## src/rtl/alu_result_fifo.sv

```systemverilog
// alu_result_fifo: FIFO of ALU results and status words, with a valid/ready output
// and saturating ERROR/OVF statistics plus a sticky overrun flag.
module alu_result_fifo #(
    parameter int BITS  = 8,
    parameter int DEPTH = 4
) (
    input  logic                       i_clk,
    input  logic                       i_rst,
    input  logic                       i_clr,
    input  logic                       i_valid,
    input  logic [BITS-1:0]            i_data,
    input  logic [3:0]                 i_status,
    output logic                       o_ready,
    output logic                       o_valid,
    output logic [BITS-1:0]            o_data,
    output logic [3:0]                 o_status,
    input  logic                       i_ready,
    output logic [$clog2(DEPTH):0]     o_count,
    output logic [7:0]                 o_err_cnt,
    output logic [7:0]                 o_ovf_cnt,
    output logic                       o_overrun
);
    localparam int AW = $clog2(DEPTH);
    logic [AW-1:0] wr_ptr, rd_ptr;
    logic [BITS-1:0] mem_data [DEPTH];
    logic [3:0] mem_status [DEPTH];
    logic push, pop;
    assign o_ready  = o_count != (AW+1)'(DEPTH);
    assign o_valid  = o_count != '0;
    assign push     = i_valid & o_ready;
    assign pop      = o_valid & i_ready;
    assign o_data   = mem_data[rd_ptr];
    assign o_status = mem_status[rd_ptr];
    // Storage is reset so the head reads zero after reset; i_clr leaves it alone.
    always_ff @(posedge i_clk or posedge i_rst) begin
        if (i_rst) begin
            for (int i = 0; i < DEPTH; i++) begin
                mem_data[i]   <= '0;
                mem_status[i] <= '0;
            end
        end else if (push && !i_clr) begin
            mem_data[wr_ptr]   <= i_data;
            mem_status[wr_ptr] <= i_status;
        end
    end
    always_ff @(posedge i_clk or posedge i_rst) begin
        if (i_rst) begin
            wr_ptr    <= '0;
            rd_ptr    <= '0;
            o_count   <= '0;
            o_err_cnt <= '0;
            o_ovf_cnt <= '0;
            o_overrun <= 1'b0;
        end else if (i_clr) begin
            wr_ptr    <= '0;
            rd_ptr    <= '0;
            o_count   <= '0;
            o_err_cnt <= '0;
            o_ovf_cnt <= '0;
            o_overrun <= 1'b0;
        end else begin
            if (push) wr_ptr <= wr_ptr + 1'b1;
            if (pop) rd_ptr <= rd_ptr + 1'b1;
            o_count <= o_count + (AW+1)'(push) - (AW+1)'(pop);
            if (push && i_status[0] && o_err_cnt != 8'hFF) o_err_cnt <= o_err_cnt + 8'd1;
            if (push && i_status[2] && o_ovf_cnt != 8'hFF) o_ovf_cnt <= o_ovf_cnt + 8'd1;
            if (i_valid && !o_ready) o_overrun <= 1'b1;
        end
    end
endmodule

```

## config.mk

```make
export PLATFORM = sky130hd
export DESIGN_NAME = alu_result_fifo
export DESIGN_NICKNAME = d
export VERILOG_FILES = /design/src/rtl/alu_result_fifo.sv
export SDC_FILE = /design/constraint.sdc
export NUM_CORES = 1
export LEC_CHECK = 0
export ABC_AREA = 1
export CAP_MARGIN = 20
export CORE_MARGIN = 2
export CORE_UTILIZATION = 45
export CTS_BUF_LIST = sky130_fd_sc_hd__clkbuf_16
export DETAILED_ROUTE_END_ITERATION = 12
export PLACE_DENSITY_LB_ADDON = 0.15
export SLEW_MARGIN = 20
export SYNTH_ARGS = -nofsm -noshare
export SYNTH_HDL_FRONTEND = slang
export SYNTH_SLANG_ARGS = --single-unit
```

## constraint.sdc

```tcl
create_clock -name i_clk -period 3.97 [get_ports i_clk]
set_clock_uncertainty 0.2 [all_clocks]
set_input_delay 1.191 -clock i_clk [delete_from_list [all_inputs] [get_ports i_clk]]
set_output_delay 1.191 -clock i_clk [all_outputs]
set_load 0.03 [all_outputs]
```

==> reports/qor.txt <==
Wirelength per Cell = 13.9 µm
Static Leak = 2.15 nW
Ports = 51
Unrepaired setup endpoints after global routing = false
GPL Wtd Cong = 0.805
CTS tree = built
Hold Fails Final Rpt = 0
Synth warnings = 0
Adder-Cell Fraction of Synth Area = 3.31%
RR Startpoint = o_count[1]
Max-cap viol count = 0
Final Setup Violations = 0
Post-synth top area cell = dfrtp_1
Distinct cells, synth = 28
Syn Nets = 444
Dpl cell area = 0.00418 mm²
Worst IR Drop VDD = 0.320 mV
Tcrit/Tclk final = 90.7%
Post-Layout Inst Area = 0.00446 mm²
Critical Path Fanout Max = 16
Die area = 0.00881 mm²
Flop-to-flop setup slack = 1.54 ns
Worst Hold Depth = 2
Mapped Area = 0.00363 mm²
Worst hold slack = 0.283 ns
Initial antenna violation count = 0
Min-Delay Startpoint = mem_data[6]
Clock-pin slew on the worst setup and hold paths = 0.06 ns
Post-synthesis xor/xnor area fraction = 1.45%
Max Buffers Root-to-Sink = 2
Rel. slew slack = 56.8%
Slew @ Worst Pin = 0.647 ns
Die H = 93.9 µm
Mapped Cells = 418
R2R Path End = o_count[2]
Simple-gate share of the synthesized area = 21.7%
Top-area cell type share of the netlist area = 49.6%
Synth Area in Compound Gates = 16.3%
Die Wd = 93.9 µm
Floorplan row count = 32
CP required = 2.58 ns
DR pass1 iterations = 5
Syn avg cell area = 8.69 µm²
Vias in the first global route = 2889
Largest net degree at the start of global routing = 44
CP startpoint kind = flip-flop
Dominant cells by area after synthesis = dfrtp_1, nand2_1, o21ai_1
Tot Pwr = 0.00300 W
Gr usage total = 20.3%
Post-DP HPWL = 5.30 mm
Critical path class = flip-flop to output pin
Hold endpoint = mem_data[6]
Vias per cell = 5.15
Ant diodes = 0
Synthesized flop and latch total = 72
Global route overflow = 0
Slew Limit Fails = 0
Final wirelength = 8.01 mm
CORE AREA = 0.00777 mm²
# hold bufs at CTS = 0
Vias = 2958
Skew-Pair Late Insertion Delay = 0.33 ns
Share of post-route cells with drive strength above 1 = 9.75%
Buffers on Ports = 50
H-Tree Depth = 3
Worst Hold Class = flip-flop to flip-flop
Worst EP arrival = 2.21 ns
Clk sink count = 72
Initial DRC count = 149
Seq/Total Area, Yosys = 49.6%
CTS buffer count = 9
Setup total negative slack = 0 ns
ANT nets after route = 0
Status = finished, final reports clean
Combinational family with the most area after synthesis = simple AND/OR/NAND/NOR gates
Max frequency = 0.278 GHz
R2R depth = 11
Crit path time final = 3.60 ns
P&R area growth vs syn = 22.7%
Multiplexer share of the synthesized area = 0%
Crit. End Element = output pin
Post-cts repair resize count = 0
Initial Util = 46.8%
Drt drc = 0
Post-CTS Setup Inserts = 0
First-pass GRT wire length = 13.9 mm
Clk root buf = clkbuf_16
Pwr Density = 674 mW/mm²
Number of nets in the layout = 493
==> power breakdown <==
group | switching [W] | total (W) | internal [W]
sequential | 0.000137 | 0.00110 | 0.000963
combinational | 0.000697 | 0.00117 | 0.000474
clock | 0.000313 | 0.000734 | 0.000421
total | 0.00115 | 0.00300 | 0.00186
==> critical path: stages, from the launching register on <==
cell,delay (ns)
dfrtp_1,0.38
inv_1,0.26
buf_4,0.27
o21ai_0,0.12
o22ai_1,0.15
clkdlybuf4s50_1,0.69
==> cell families after synthesis <==
kind of cell             count (synthesis)
AND/OR/NAND/NOR                        171
AO/OA/AOI/OAI                          104
flip-flops                              72
buffers and inverters                   56
adder cells (fa/ha/maj)                  9
XOR/XNOR                                 6
==> metrics by stage <==
stage,util [%],instances,worst slack (ns)
after floorplan,-,418,0.754
after global placement,53.9,558,0.734
after detailed placement,53.9,558,0.672
after CTS,57.4,574,0.358
after global routing,57.4,574,0.248
final,57.4,574,0.368
==> placed cells by master (no fill, tap or decap), types with 4 or more instances in the layout <==
master / netlist / routed
nand2_1: 85 / 85
buf_4: 0 / 5
nand4_1: 7 / 7
clkbuf_16: 0 / 9
ha_1: 8 / 8
dfrtp_1: 72 / 72
clkinvlp_4: 0 / 4
nand3_1: 29 / 29
nor2_1: 37 / 37
xor2_1: 4 / 4
nand2_4: 6 / 6
o21ai_1: 37 / 37
o21ai_2: 12 / 12
inv_1: 38 / 37
o22ai_1: 12 / 12
clkdlybuf4s50_1: 0 / 50
o21ai_0: 35 / 35
==> sequential cells by signal, summed over array words and instances (netlist names) <==
register	count
wr_ptr	2
o_count	3
mem_data	32
mem_status	16
o_err_cnt	8
o_overrun	1
o_ovf_cnt	8
rd_ptr	2
==> synth_stat cells <==
library cell and instances:
nand2_1 85, dfrtp_1 72, inv_1 38, nor2_1 37
o21ai_1 37, o21ai_0 35, nand3_1 29, o21ai_2 12
o22ai_1 12, buf_6 8, ha_1 8, nand4_1 7
buf_2 6, nand2_4 6, clkbuf_1 4, xor2_1 4
a21oi_1 3, o21bai_1 3, nand3_2 2, xnor2_1 2
a21o_1 1, fa_1 1, nand2_2 1, nand3b_1 1
nor2_2 1, nor2_8 1, nor2b_4 1, o21a_1 1
==> how the worst max path moves through the flow <==
stage,from,slack (ns),endpoint
global placement,i_valid,0.73,o_count[2]
CTS,rd_ptr[0],0.36,o_status[2]
floorplan,i_rst,0.75,mem_data[0]
detailed placement,i_valid,0.67,o_count[2]
finish,rd_ptr[0],0.37,o_data[4]
global route,rd_ptr[0],0.25,o_data[1]
==> routing by layer <==
metal,vias up,part of all wire (%),track usage [%]
li1,1478,-,-
met3,5,3.4,4.82
met5,-,0,0
met1,1418,48,26.7
met4,0,0.94,6.64
met2,57,48,33.1
==> final cells by class <==
type | instances | area [µm²]
clock buffers | 9 | 225
clock inverters | 7 | 47.5
fillers | 735 | 3310
inverters | 38 | 143
multi-input cells | 290 | 1550
flip-flops and latches | 72 | 1800
well taps | 102 | 128
repair buffers | 56 | 558
No activity file was read; power rests on OpenSTA's default activity.
